File: src/rtl/asm_reg_master_pkg.sv
// Shared definitions for the accelerator config-register bus initiator:
// FSM state encoding and the packed layout of a queued request.
package asm_reg_master_pkg;

   typedef enum logic [1:0] {
      ST_IDLE  = 2'd0,
      ST_ISSUE = 2'd1,
      ST_WAIT  = 2'd2,
      ST_RESP  = 2'd3
   } state_t;

   // A request entry is packed as {write, addr, wdata, bsel}, bsel in the LSBs.
   function automatic int entry_width(int addr_w, int data_w, int bsel_w);
      return 1 + addr_w + data_w + bsel_w;
   endfunction

   function automatic int data_lsb(int bsel_w);
      return bsel_w;
   endfunction

   function automatic int addr_lsb(int data_w, int bsel_w);
      return bsel_w + data_w;
   endfunction

   function automatic int write_bit(int addr_w, int data_w, int bsel_w);
      return bsel_w + data_w + addr_w;
   endfunction

endpackage

File: src/rtl/asm_reg_master_req_fifo.sv
// Request FIFO for asm_reg_master: synchronous push/pop, pointers carry a
// wrap bit for empty detection, full comes from a registered occupancy count.
module asm_reg_req_fifo #(
   parameter int WIDTH = 105,
   parameter int DEPTH = 2
) (
   input  logic             clk_i,
   input  logic             reset_i,
   input  logic             push_i,
   input  logic [WIDTH-1:0] push_data_i,
   input  logic             pop_i,
   output logic [WIDTH-1:0] head_o,
   output logic             full_o,
   output logic             empty_o
);
   localparam int PTR_W = $clog2(DEPTH);
   localparam int CNT_W = PTR_W + 1;

   logic [WIDTH-1:0] r_mem [DEPTH];
   logic [PTR_W:0]   r_wr_ptr;
   logic [PTR_W:0]   r_rd_ptr;
   logic [CNT_W-1:0] r_count;
   logic             w_push;
   logic             w_pop;

   assign full_o  = (r_count == CNT_W'(DEPTH));
   assign empty_o = (r_wr_ptr == r_rd_ptr);
   assign w_push  = push_i && !full_o;
   assign w_pop   = pop_i && !empty_o;
   assign head_o  = r_mem[r_rd_ptr[PTR_W-1:0]];

   always_ff @(posedge clk_i) begin
      if (reset_i) begin
         r_wr_ptr <= '0;
         r_rd_ptr <= '0;
         r_count  <= '0;
      end else begin
         if (w_push) r_wr_ptr <= r_wr_ptr + 1'b1;
         if (w_pop)  r_rd_ptr <= r_rd_ptr + 1'b1;
         r_count <= r_count + CNT_W'(w_push) - CNT_W'(w_pop);
      end
   end

   // Storage needs no reset; validity is tracked by the pointers.
   always_ff @(posedge clk_i) begin
      if (w_push) r_mem[r_wr_ptr[PTR_W-1:0]] <= push_data_i;
   end

endmodule

File: src/rtl/asm_reg_master.sv
// Config-register bus initiator: queues read/write requests, issues one bus
// access at a time to the register file and returns responses in order.
module asm_reg_master
   import asm_reg_master_pkg::*;
#(
   parameter int TCU_REG_DATA_SIZE = 64,
   parameter int TCU_REG_ADDR_SIZE = 32,
   parameter int TCU_REG_BSEL_SIZE = 8,
   parameter int READ_LATENCY      = 1,
   parameter int REQ_FIFO_DEPTH    = 2
) (
   input  logic                         clk_i,
   input  logic                         reset_i,
   input  logic                         req_valid_i,
   output logic                         req_ready_o,
   input  logic                         req_write_i,
   input  logic [TCU_REG_ADDR_SIZE-1:0] req_addr_i,
   input  logic [TCU_REG_DATA_SIZE-1:0] req_wdata_i,
   input  logic [TCU_REG_BSEL_SIZE-1:0] req_bsel_i,
   output logic                         rsp_valid_o,
   input  logic                         rsp_ready_i,
   output logic                         rsp_write_o,
   output logic [TCU_REG_DATA_SIZE-1:0] rsp_rdata_o,
   output logic                         config_en_o,
   output logic [TCU_REG_BSEL_SIZE-1:0] config_wben_o,
   output logic [TCU_REG_ADDR_SIZE-1:0] config_addr_o,
   output logic [TCU_REG_DATA_SIZE-1:0] config_wdata_o,
   input  logic [TCU_REG_DATA_SIZE-1:0] config_rdata_i,
   output logic                         busy_o
);
   localparam int A         = TCU_REG_ADDR_SIZE;
   localparam int D         = TCU_REG_DATA_SIZE;
   localparam int B         = TCU_REG_BSEL_SIZE;
   localparam int ENTRY_W   = entry_width(A, D, B);
   localparam int DATA_LSB  = data_lsb(B);
   localparam int ADDR_LSB  = addr_lsb(D, B);
   localparam int WRITE_BIT = write_bit(A, D, B);
   localparam logic [1:0] LAT_INIT = 2'(READ_LATENCY - 1);

   state_t       r_state;
   logic [1:0]   r_lat_cnt;
   logic         r_is_write;
   logic         r_config_en;
   logic [B-1:0] r_config_wben;
   logic [A-1:0] r_config_addr;
   logic [D-1:0] r_config_wdata;
   logic         r_rsp_valid;
   logic         r_rsp_write;
   logic [D-1:0] r_rsp_rdata;

   logic [ENTRY_W-1:0] w_push_data;
   logic [ENTRY_W-1:0] w_head;
   logic               w_full;
   logic               w_empty;
   logic               w_pop;
   logic               w_head_write;
   logic [A-1:0]       w_head_addr;
   logic [D-1:0]       w_head_wdata;
   logic [B-1:0]       w_head_bsel;

   assign w_push_data  = {req_write_i, req_addr_i, req_wdata_i, req_bsel_i};
   assign w_head_write = w_head[WRITE_BIT];
   assign w_head_addr  = w_head[ADDR_LSB +: A];
   assign w_head_wdata = w_head[DATA_LSB +: D];
   assign w_head_bsel  = w_head[0 +: B];
   assign w_pop        = (r_state == ST_IDLE) && !w_empty;

   asm_reg_req_fifo #(
      .WIDTH (ENTRY_W),
      .DEPTH (REQ_FIFO_DEPTH)
   ) u_req_fifo (
      .clk_i       (clk_i),
      .reset_i     (reset_i),
      .push_i      (req_valid_i),
      .push_data_i (w_push_data),
      .pop_i       (w_pop),
      .head_o      (w_head),
      .full_o      (w_full),
      .empty_o     (w_empty)
   );

   always_ff @(posedge clk_i) begin
      if (reset_i) begin
         r_state        <= ST_IDLE;
         r_lat_cnt      <= '0;
         r_is_write     <= 1'b0;
         r_config_en    <= 1'b0;
         r_config_wben  <= '0;
         r_config_addr  <= '0;
         r_config_wdata <= '0;
         r_rsp_valid    <= 1'b0;
         r_rsp_write    <= 1'b0;
         r_rsp_rdata    <= '0;
      end else begin
         r_config_en   <= 1'b0;
         r_config_wben <= '0;
         case (r_state)
            ST_IDLE: begin
               if (!w_empty) begin
                  // A zero byte-enable write would look like a read on the bus.
                  if (w_head_write && (w_head_bsel == '0)) begin
                     r_rsp_valid <= 1'b1;
                     r_rsp_write <= 1'b1;
                     r_rsp_rdata <= '0;
                     r_state     <= ST_RESP;
                  end else begin
                     r_config_en    <= 1'b1;
                     r_config_wben  <= w_head_write ? w_head_bsel : '0;
                     r_config_addr  <= w_head_addr;
                     r_config_wdata <= w_head_wdata;
                     r_is_write     <= w_head_write;
                     r_state        <= ST_ISSUE;
                  end
               end
            end
            ST_ISSUE: begin
               if (r_is_write) begin
                  r_rsp_valid <= 1'b1;
                  r_rsp_write <= 1'b1;
                  r_rsp_rdata <= '0;
                  r_state     <= ST_RESP;
               end else begin
                  r_lat_cnt <= LAT_INIT;
                  r_state   <= ST_WAIT;
               end
            end
            ST_WAIT: begin
               if (r_lat_cnt == 2'd0) begin
                  r_rsp_valid <= 1'b1;
                  r_rsp_write <= 1'b0;
                  r_rsp_rdata <= config_rdata_i;
                  r_state     <= ST_RESP;
               end else begin
                  r_lat_cnt <= r_lat_cnt - 2'd1;
               end
            end
            ST_RESP: begin
               if (rsp_ready_i) begin
                  r_rsp_valid <= 1'b0;
                  r_state     <= ST_IDLE;
               end
            end
            default: r_state <= ST_IDLE;
         endcase
      end
   end

   assign req_ready_o    = !w_full;
   assign rsp_valid_o    = r_rsp_valid;
   assign rsp_write_o    = r_rsp_write;
   assign rsp_rdata_o    = r_rsp_rdata;
   assign config_en_o    = r_config_en;
   assign config_wben_o  = r_config_wben;
   assign config_addr_o  = r_config_addr;
   assign config_wdata_o = r_config_wdata;
   assign busy_o         = !w_empty || (r_state != ST_IDLE);

endmodule

File: config.mk
export PLATFORM = sky130hd
export DESIGN_NAME = asm_reg_master
export DESIGN_NICKNAME = d
export VERILOG_FILES = /design/src/rtl/asm_reg_master_pkg.sv /design/src/rtl/asm_reg_master_req_fifo.sv /design/src/rtl/asm_reg_master.sv
export SDC_FILE = /design/constraint.sdc
export NUM_CORES = 1
export LEC_CHECK = 0
export CAP_MARGIN = 10
export CELL_PAD_IN_SITES_DETAIL_PLACEMENT = 1
export CELL_PAD_IN_SITES_GLOBAL_PLACEMENT = 1
export CORE_MARGIN = 4
export CORE_UTILIZATION = 40
export DETAILED_ROUTE_END_ITERATION = 10
export GPL_ROUTABILITY_DRIVEN = 0
export HOLD_SLACK_MARGIN = 0.08
export PLACE_DENSITY_LB_ADDON = 0.3
export REMOVE_ABC_BUFFERS = 1
export SYNTH_ARGS = -nofsm -noshare
export SYNTH_HDL_FRONTEND = slang
export SYNTH_SLANG_ARGS = --single-unit
File: constraint.sdc
create_clock -name clk_i -period 8.76 [get_ports clk_i]
set_input_delay 1.752 -clock clk_i [delete_from_list [all_inputs] [get_ports clk_i]]
set_output_delay 1.752 -clock clk_i [all_outputs]
set_load 0.02 [all_outputs]
==> results_dict.tcl, run 1 <==
set metrics [dict create \
    status "finished clean" \
    cts_root_buf "clkbuf_16" \
    ant_nets 0 \
    vias 9387 \
    syn_to_final_growth_pct 35.9 \
    regArea_sq_um 9970 \
    reg2reg_slack_ns 4.83 \
    hold_buffers 0 \
    yosys.area.top_type "edfxtp_1" \
    power.share.switching_pct 33.1 \
    fmax_mhz 245 \
    synthSimpleGateAreaFrac_pct 8.78 \
    avgRoutedWirePerCell_um 20.4 \
    post-cts-setup-buffer-count 0 \
    grt_max_degree 106 \
    seqPwrFrac_pct 39.6 \
    min-delay-path-class "reg -> reg" \
    start_kind "flip-flop" \
    drc 0 \
    die_area_sq_um 39100 \
    crit_path_max_fanout 6 \
    core_sq_um 35600 \
    synth_cells 1051 \
    die_x_um 198 \
    avgViaCountPerCell 4.99 \
    start_util_pct 40.5 \
    drv_slew 0 \
    muxShareOfSynthArea_pct 11.8 \
    pre_cts_slack_ns 4.17 \
    crit_type "reg -> out" \
    endpoint_kind "output pin" \
    switching_power_w 0.00216 \
    final_layout_size_suffix_gt1_share_pct 6.00 \
    portBuffers 345 \
    top_level_ports 346 \
    clkSlewWorstSetupHoldPaths_ns 0.06 \
    synth_top_family_by_area "multiplexers" \
    synth_fa_ha_area_share_pct 0.781 \
    layout_worst_path_cycle_share_pct 46.5 \
    clockPowerShare_pct 27.7 \
    power_leakage_nw 6.61 \
    setup_slack_ns 4.68 \
    final-setup-viol-count 0 \
    synth-xor-area-share_pct 0.486 \
    min_period_ns 4.08 \
    fp-row-count 69 \
    relSlewSlack_pct 22.0 \
    die_y_um 198 \
    dr.pass1.iters 4 \
    syn_avg_cell_area_sq_um 13.7 \
    nFillCells 3506 \
    dp_hpwl_mm 25.2 \
    drt_iter0_markers 373 \
    cts_tree "yes" \
    grt_use_total_pct 18.9 \
    synth-seq-area-share_pct 69.1 \
    grt_setup_unrepaired "no" \
    fin_tns_setup_ns 0 \
    grt_overflow 0 \
    synth.distinct_cells 38 \
    crit_required_ns 7.01 \
    cts.sinks 393 \
    ir_drop_uv 245 \
    grt_pass1_wl_mm 58.3 \
    cts-resized-gates 0 \
    cts_buffer_depth 3 \
    multi_input_area_sq_um 4040 \
    finalWirelength_mm 38.4 \
    synth-warning-count 0 \
    yosys.area.top_type_share_pct 43.7 \
    synth_compound_area_share_pct 5.94 \
    nets 1566 \
    tightest_slew_ns 1.17 \
    netlist_area_sq_um 14400 \
    cts_buffers 43 \
    yosys-top-cells-area "edfxtp_1, dfxtp_1, mux2i_1" \
    cp.arrival_ns 2.33 \
    power.internal_w 0.00435 \
    synth-seq-cells 393 \
    fin_skew_ns 0.0163 \
    antenna_found_initial 9 \
    p_comb_share_pct 32.7 \
    clk_latency_ns 0.54 \
    power_density_nw_per_um2 332 \
    drv_cap 0 \
    hold_viol 0 \
    grt_pass1_vias 10234 \
    htreeDepth 2 \
]
synth_stat cells, drive strengths merged:
library cell,n
nand2,78
a22oi,2
dfxtp,183
nand3,2
nand4,1
o31ai,1
a221oi,1
clkbuf,36
mux2i,169
nor2b,5
nand3b,1
a2111o,1
a21oi,4
o21ai,3
nor3,1
buf,32
ha,9
edfxtp,210
o2111ai,1
xor2,3
and3,2
and2,1
or4b,1
nand2b,66
xnor2,5
nor2,116
nor4,4
inv,10
nand4b,1
mux2,1
a211oi,101
cell usage in the layout, fill, tap and decap left out, types with 3 or more instances in the layout:
master,count
clkbuf_1,14
ha_1,9
dfxtp_1,182
edfxtp_1,210
a21oi_1,4
nand2b_1,66
diode_2,4
clkbuf_8,9
clkinv_2,5
mux2i_1,169
nand2_1,78
nor2_1,115
nor2b_1,4
xor2_1,3
clkbuf_16,46
a211oi_1,100
buf_4,12
inv_1,8
xnor2_1,5
nor4_1,4
clkdlybuf4s50_1,344
logic make-up after synthesis:
group,count (synthesis)
simple gates,279
buf+inv,78
flops,393
mux,170
xor+xnor,8
fa+ha+maj,9
compound gates,114
worst max-delay path, stage by stage, from the launching register on:
cell and delay, ns:
dfxtp_1 0.43, inv_1 0.13, ha_1 0.31, nand3_1 0.22
clkdlybuf4s50_1 0.69
power by group through the flow:
stage	Sequential (W)	Combinational, W	Clock, W
2_1_floorplan	0.00289	0.00107	0
3_3_place_gp	0.00259	0.00208	0
3_5_place_dp	0.00261	0.00215	0
4_1_cts	0.00258	0.00217	0.00184
5_1_grt	0.00262	0.00232	0.00192
6_report	0.00258	0.00213	0.00180
flip-flops by register name, summed over array words and instances (netlist names), named ones only:
name,count
u_req_fifo.r_mem,210
config_wdata_o,64
rsp_rdata_o,64
config_addr_o,32
config_wben_o,8
r_lat_cnt,2
r_state,2
u_req_fifo.r_count,2
u_req_fifo.r_rd_ptr,2
u_req_fifo.r_wr_ptr,2
config_en_o,1
r_is_write,1
rsp_valid_o,1
rsp_write_o,1
area by class of cell:
class	count	area share [%]
inverter	10	0.192
timing repair buffer	356	18.0
antenna	4	0.0511
clock buffer	69	6.77
tap	461	2.94
clock inverter	9	0.492
multi-input combinational	580	20.6
sequential	393	50.9
per-stage QoR:
| step | instance area [sq um] | cells | total power (W) | util [%] | hold WS, ns |
|---|---|---|---|---|---|
| 2_1_floorplan | 14000 | 983 | 0.00397 | - | 0.478 |
| 3_3_place_gp | 18200 | 1800 | 0.00468 | 51.1 | 0.455 |
| 3_5_place_dp | 18200 | 1800 | 0.00476 | 51.1 | 0.469 |
| 4_1_cts | 19600 | 1878 | 0.00660 | 55.1 | 0.480 |
| 5_1_grt | 19600 | 1879 | 0.00686 | 55.1 | 0.498 |
| 6_report | 19600 | 1882 | 0.00651 | 55.1 | 0.474 |
final timing paths:
| kind | start | to | cells after the start |
|---|---|---|---|
| worst min register to register | rsp_rdata_o[23] | rsp_rdata_o[23] | 2 |
| worst min-delay path | rsp_rdata_o[23] | rsp_rdata_o[23] | 2 |
| worst max-delay path | r_state[1] | busy_o | 4 |
| worst max register to register | flip-flop | config_wdata_o[25] | 6 |
routing by layer:
layer  global-route usage (%)  share of wire (%)  up-vias
met1                     22.7                 41     4543
met5                        0               0.20        -
met4                     5.30                2.0       12
li1                         -                  -     4456
met2                     32.3                 48      306
met3                     6.86                8.7       70
(Power assumes the default switching activity.)
==> inputs of run 2 (changes only) <==
--- a/config.mk
+++ b/config.mk
@@ -9,7 +9,7 @@
 export CELL_PAD_IN_SITES_DETAIL_PLACEMENT = 1
 export CELL_PAD_IN_SITES_GLOBAL_PLACEMENT = 1
 export CORE_MARGIN = 4
-export CORE_UTILIZATION = 40
+export CORE_UTILIZATION = 36
 export DETAILED_ROUTE_END_ITERATION = 10
 export GPL_ROUTABILITY_DRIVEN = 0
 export HOLD_SLACK_MARGIN = 0.08
==> constraint.sdc (replaced) <==
create_clock -name clk_i -period 3.4 [get_ports clk_i]
set_input_delay 0.68 -clock clk_i [delete_from_list [all_inputs] [get_ports clk_i]]
set_output_delay 0.68 -clock clk_i [all_outputs]
set_load 0.02 [all_outputs]
==> run 2 against run 1 <==
Against the previous run:
- clock power rose to 2.5 times the previous value
- worst setup slack worse by 4.3 ns
- utilization down 5.3 points
- sequential share of layout area down 0.39 points
- die area up 11%
- power rose to 2.6 times the previous value
- critical path depth unchanged
- design area up 0.77%
- flip-flop and latch count unchanged
- sequential power rose to 2.6 times the previous value
- register-to-register slack worse by 3.8 ns
- clock skew down 0.0063 ns
==> results_dict.tcl, run 2 (synthesized netlist as in run 1, its figures left out) <==
set metrics [dict create \
    status "finished clean" \
    multi_input_area_sq_um 4040 \
    syn_to_final_growth_pct 37.0 \
    tightest_slew_ns 1.01 \
    crit_slowest_cell "clkdlybuf4s50_1" \
    crit_family "buffers and inverters" \
    hold_ws_ns 0.472 \
    reg2reg_slack_ns 0.99 \
    antenna_found_initial 8 \
    start_util_pct 36.4 \
    fin_tns_setup_ns 0 \
    nFillCells 4046 \
    hold_viol 0 \
    final-setup-viol-count 0 \
    grt_pass1_vias 10011 \
    start_kind "flip-flop" \
    grt_use_total_pct 16.9 \
    cp-startpoint "r_state[0]" \
    clk_latency_ns 0.56 \
    cts-resized-gates 0 \
    nets 1570 \
    crit_required_ns 2.72 \
    cts_root_buf "clkbuf_16" \
    min_period_ns 3.00 \
    cts.sinks 393 \
    finalWirelength_mm 37.6 \
    final_layout_size_suffix_gt1_share_pct 6.19 \
    post-cts-setup-buffer-count 0 \
    avgViaCountPerCell 4.79 \
    endpoint "busy_o" \
    dr.pass1.iters 4 \
    core_sq_um 39600 \
    drt_iter0_markers 463 \
    regArea_sq_um 9970 \
    fin_skew_ns 0.0101 \
    drv_cap 0 \
    fmax_mhz 334 \
    portBuffers 345 \
    avgRoutedWirePerCell_um 19.3 \
    cts_tree "yes" \
    drc 0 \
    fp-row-count 73 \
    grt_max_degree 111 \
    cts_buffer_depth 3 \
    crit_path_max_fanout 6 \
    final_cell_mix "clkdlybuf4s50_1, edfxtp_1, dfxtp_1, mux2i_1, nor2_1" \
    r2r_cells 8 \
    ant_nets 0 \
    ir_drop_uv 547 \
    die_area_sq_um 43300 \
    clkSlewWorstSetupHoldPaths_ns 0.06 \
    grt_setup_unrepaired "no" \
    drv_slew 0 \
    r2r-start "r_state[0]" \
    endpoint_kind "output pin" \
    top_level_ports 346 \
    htreeDepth 2 \
    cp.arrival_ns 2.32 \
    cp_num_buf_inv 2 \
    largest_register_ffs 210 \
    cts_buffers 42 \
    relSlewSlack_pct 32.8 \
    r2r_end "rsp_rdata_o[46]" \
    path_cells "inv_1 > ha_1 > nand3_1 > clkdlybuf4s50_1" \
    grt_pass1_wl_mm 58.2 \
    min-delay-path-class "reg -> reg" \
    vias 9337 \
    dp_hpwl_mm 25.2 \
    layout_worst_path_cycle_share_pct 88.1 \
    power_density_nw_per_um2 845 \
    final_common_cell "clkdlybuf4s50_1" \
    die_y_um 208 \
    crit_type "reg -> out" \
    die_x_um 208 \
    slowest_delay_ns 0.68 \
    hold_buffers 0 \
    grt_overflow 0 \
    crit_cells 4 \
    power_leakage_nw 6.64 \
]
run 2: worst min-delay path by stage:
stage                               start         endpoint  cells past startpoint
final                     rsp_rdata_o[43]  rsp_rdata_o[43]                      2
after global routing      rsp_rdata_o[43]  rsp_rdata_o[43]                      2
after CTS                 rsp_rdata_o[43]  rsp_rdata_o[43]                      2
after detailed placement  rsp_rdata_o[43]  rsp_rdata_o[43]                      2
after global placement     rsp_rdata_o[5]   rsp_rdata_o[5]                      2
after floorplan              r_lat_cnt[1]     r_lat_cnt[1]                      2
run 2: cell type report:
type	instances	share of cell area, %
sequential	393	50.5
multi-input combinational	580	20.5
timing repair buffer	361	18.5
clock buffer	54	5.80
tap	525	3.33
clock inverter	23	1.13
inverter	10	0.190
antenna	3	0.0380
run 2: metrics by stage:
stage               setup slack [ns]  utilization (%)  power, W  area, sq um  cells
floorplan                      -5.59                -   0.00976        14000    983
global placement                1.06             46.3    0.0122        18400   1869
detailed placement             0.987             46.3    0.0123        18400   1869
CTS                            0.359             49.8    0.0170        19700   1946
global route                   0.274             49.8    0.0177        19700   1946
finish                         0.404             49.8    0.0167        19700   1949
run 2: layer usage:
metal	vias to the layer above	global-route usage [%]	part of all wire [%]
met4	12	4.53	2.1
li1	4465	-	-
met1	4510	21.0	42
met5	-	0	0.21
met3	63	6.29	8.6
met2	287	27.9	47
run 2: where the power goes:
group	total, W	switching (W)	internal [W]
clock network	0.00452	0.00189	0.00263
registers	0.00663	0.000558	0.00607
logic	0.00555	0.00314	0.00241
run 2: tightest hold or removal path, cell delays in order, from the launching register on:
cell and delay, ns:
dfxtp_1 0.31, nand2b_1 0.06, mux2i_1 0.06
==> inputs of run 3 (changes only) <==
--- a/config.mk
+++ b/config.mk
@@ -5,11 +5,12 @@
 export SDC_FILE = /design/constraint.sdc
 export NUM_CORES = 1
 export LEC_CHECK = 0
+export ABC_AREA = 0
 export CAP_MARGIN = 10
 export CELL_PAD_IN_SITES_DETAIL_PLACEMENT = 1
 export CELL_PAD_IN_SITES_GLOBAL_PLACEMENT = 1
 export CORE_MARGIN = 4
-export CORE_UTILIZATION = 36
+export CORE_UTILIZATION = 40
 export DETAILED_ROUTE_END_ITERATION = 10
 export GPL_ROUTABILITY_DRIVEN = 0
 export HOLD_SLACK_MARGIN = 0.08
==> constraint.sdc (replaced) <==
create_clock -name clk_i -period 3.2 [get_ports clk_i]
set_input_delay 0.64 -clock clk_i [delete_from_list [all_inputs] [get_ports clk_i]]
set_output_delay 0.64 -clock clk_i [all_outputs]
set_load 0.02 [all_outputs]
==> run 3 against run 2 <==
Against the previous run:
- critical path depth is the same
- worst setup slack lost 0.13 ns
- die area shrank 9.6%
- sequential share of layout area grew 0.30 points
- routed wire length is essentially flat
- flip-flop and latch count is the same
- sequential power grew 6.0%
- clock skew grew 0.0055 ns
- utilization grew 5.4 points
- clock-buffer cell count grew 6
==> results_dict.tcl, run 3 (synthesized netlist as in run 1, its figures left out) <==
set metrics [dict create \
    status "finished clean" \
    cts.sinks 393 \
    finalWirelength_mm 37.6 \
    die_x_um 198 \
    htreeDepth 2 \
    setup_slack_ns 0.278 \
    clockPowerShare_pct 25.6 \
    crit_path_max_fanout 6 \
    seqPwrFrac_pct 40.2 \
    cts_tree "yes" \
    power.internal_w 0.0116 \
    grt_use_total_pct 18.5 \
    avgViaCountPerCell 5.02 \
    r2r_cells 8 \
    die_area_sq_um 39100 \
    die_y_um 198 \
    drc 0 \
    cts_root_buf "clkbuf_16" \
    endpoint_kind "output pin" \
    nets 1571 \
    p_comb_share_pct 34.3 \
    antenna_found_initial 3 \
    crit_required_ns 2.56 \
    min-delay-path-class "reg -> reg" \
    min_delay_path_depth 2 \
    cp.arrival_ns 2.28 \
    multi_input_area_sq_um 4040 \
    cp-startpoint "r_state[0]" \
    power.share.switching_pct 33.7 \
    grt_pass1_vias 10190 \
    dr.pass1.iters 7 \
    portBuffers 345 \
    final_core_util_pct 55.2 \
    tightest_slew_ns 1.07 \
    start_util_pct 40.5 \
    fp-row-count 69 \
    top_level_ports 346 \
    vias 9454 \
    cts-resized-gates 0 \
    grt_max_degree 113 \
    final-setup-viol-count 0 \
    power_density_nw_per_um2 892 \
    post-cts-setup-buffer-count 0 \
    final_cell_mix "clkdlybuf4s50_1, edfxtp_1, dfxtp_1, mux2i_1, nor2_1" \
    diodes 0 \
    avgRoutedWirePerCell_um 20.0 \
    pre_cts_slack_ns 0.638 \
    regArea_sq_um 9970 \
    hold_viol 0 \
    drv_cap 0 \
    r2r-start "r_state[0]" \
    ir_drop_uv 689 \
    min_period_ns 2.92 \
    grt_setup_unrepaired "no" \
    ant_nets 0 \
    nFillCells 3529 \
    drv_slew 0 \
    drt_iter0_markers 381 \
    largest_register_ffs 210 \
    grt_pass1_wl_mm 57.8 \
    grt_overflow 0 \
    clk_latency_ns 0.53 \
    cts_buffer_depth 3 \
    layout_worst_path_cycle_share_pct 91.3 \
    core_sq_um 35600 \
    syn_to_final_growth_pct 36.2 \
    fmax_mhz 342 \
    fin_skew_ns 0.0156 \
    final_common_cell "clkdlybuf4s50_1" \
    relSlewSlack_pct 28.8 \
    dp_hpwl_mm 25.3 \
    cts_buffers 42 \
    hold_buffers 0 \
    crit_type "reg -> out" \
    power_leakage_nw 6.62 \
    hp-start "rsp_rdata_o[36]" \
    clkSlewWorstSetupHoldPaths_ns 0.06 \
    switching_power_w 0.00590 \
    start_kind "flip-flop" \
    final_layout_size_suffix_gt1_share_pct 6.12 \
]
-- run 3: area by class of cell --
type,instances,area share [%]
well taps,461,2.94
clock inverters,17,0.535
repair buffers,362,19.0
inverters,10,0.191
clock buffers,60,5.95
multi-input cells,580,20.6
flip-flops and latches,393,50.8
-- run 3: metrics by stage --
stage / total power [W] / area (sq um) / setup TNS (ns) / instances / hold slack (ns)
after floorplan: 0.0102 / 14000 / -1135.20 / 983 / 0.478
after global placement: 0.0130 / 18400 / 0 / 1806 / 0.457
after detailed placement: 0.0132 / 18400 / 0 / 1806 / 0.470
after CTS: 0.0177 / 19600 / 0 / 1883 / 0.480
after global routing: 0.0185 / 19600 / 0 / 1883 / 0.478
final: 0.0175 / 19600 / 0 / 1883 / 0.473
-- run 3: path summary, 6_finish.rpt --
check                 endpoint  slack (ns)
min reg2reg    rsp_rdata_o[36]        0.47
min            rsp_rdata_o[36]        0.47
max reg2reg  config_addr_o[19]        0.62
max                     busy_o        0.28
-- run 3: layer usage --
layer	routed length (um)	GRT usage, %	vias up
li1	-	-	4450
met1	16000	24.3	4629
met2	17700	30.9	311
met3	3060	5.27	58
met4	781	4.26	6
met5	54	0	-
-- run 3: worst max-delay path: stages, from the launching register on --
cell and delay [ns]:
dfxtp_1 0.40, inv_1 0.12, ha_1 0.32, nand3_1 0.23
clkdlybuf4s50_1 0.68
-- run 3: power groups by stage --
stage | Combinational (W) | Clock [W] | Sequential (W)
5_1_grt | 0.00651 | 0.00483 | 0.00715
3_5_place_dp | 0.00605 | 0 | 0.00713
3_3_place_gp | 0.00589 | 0 | 0.00708
4_1_cts | 0.00610 | 0.00459 | 0.00705
6_report | 0.00600 | 0.00447 | 0.00703
2_1_floorplan | 0.00254 | 0 | 0.00770
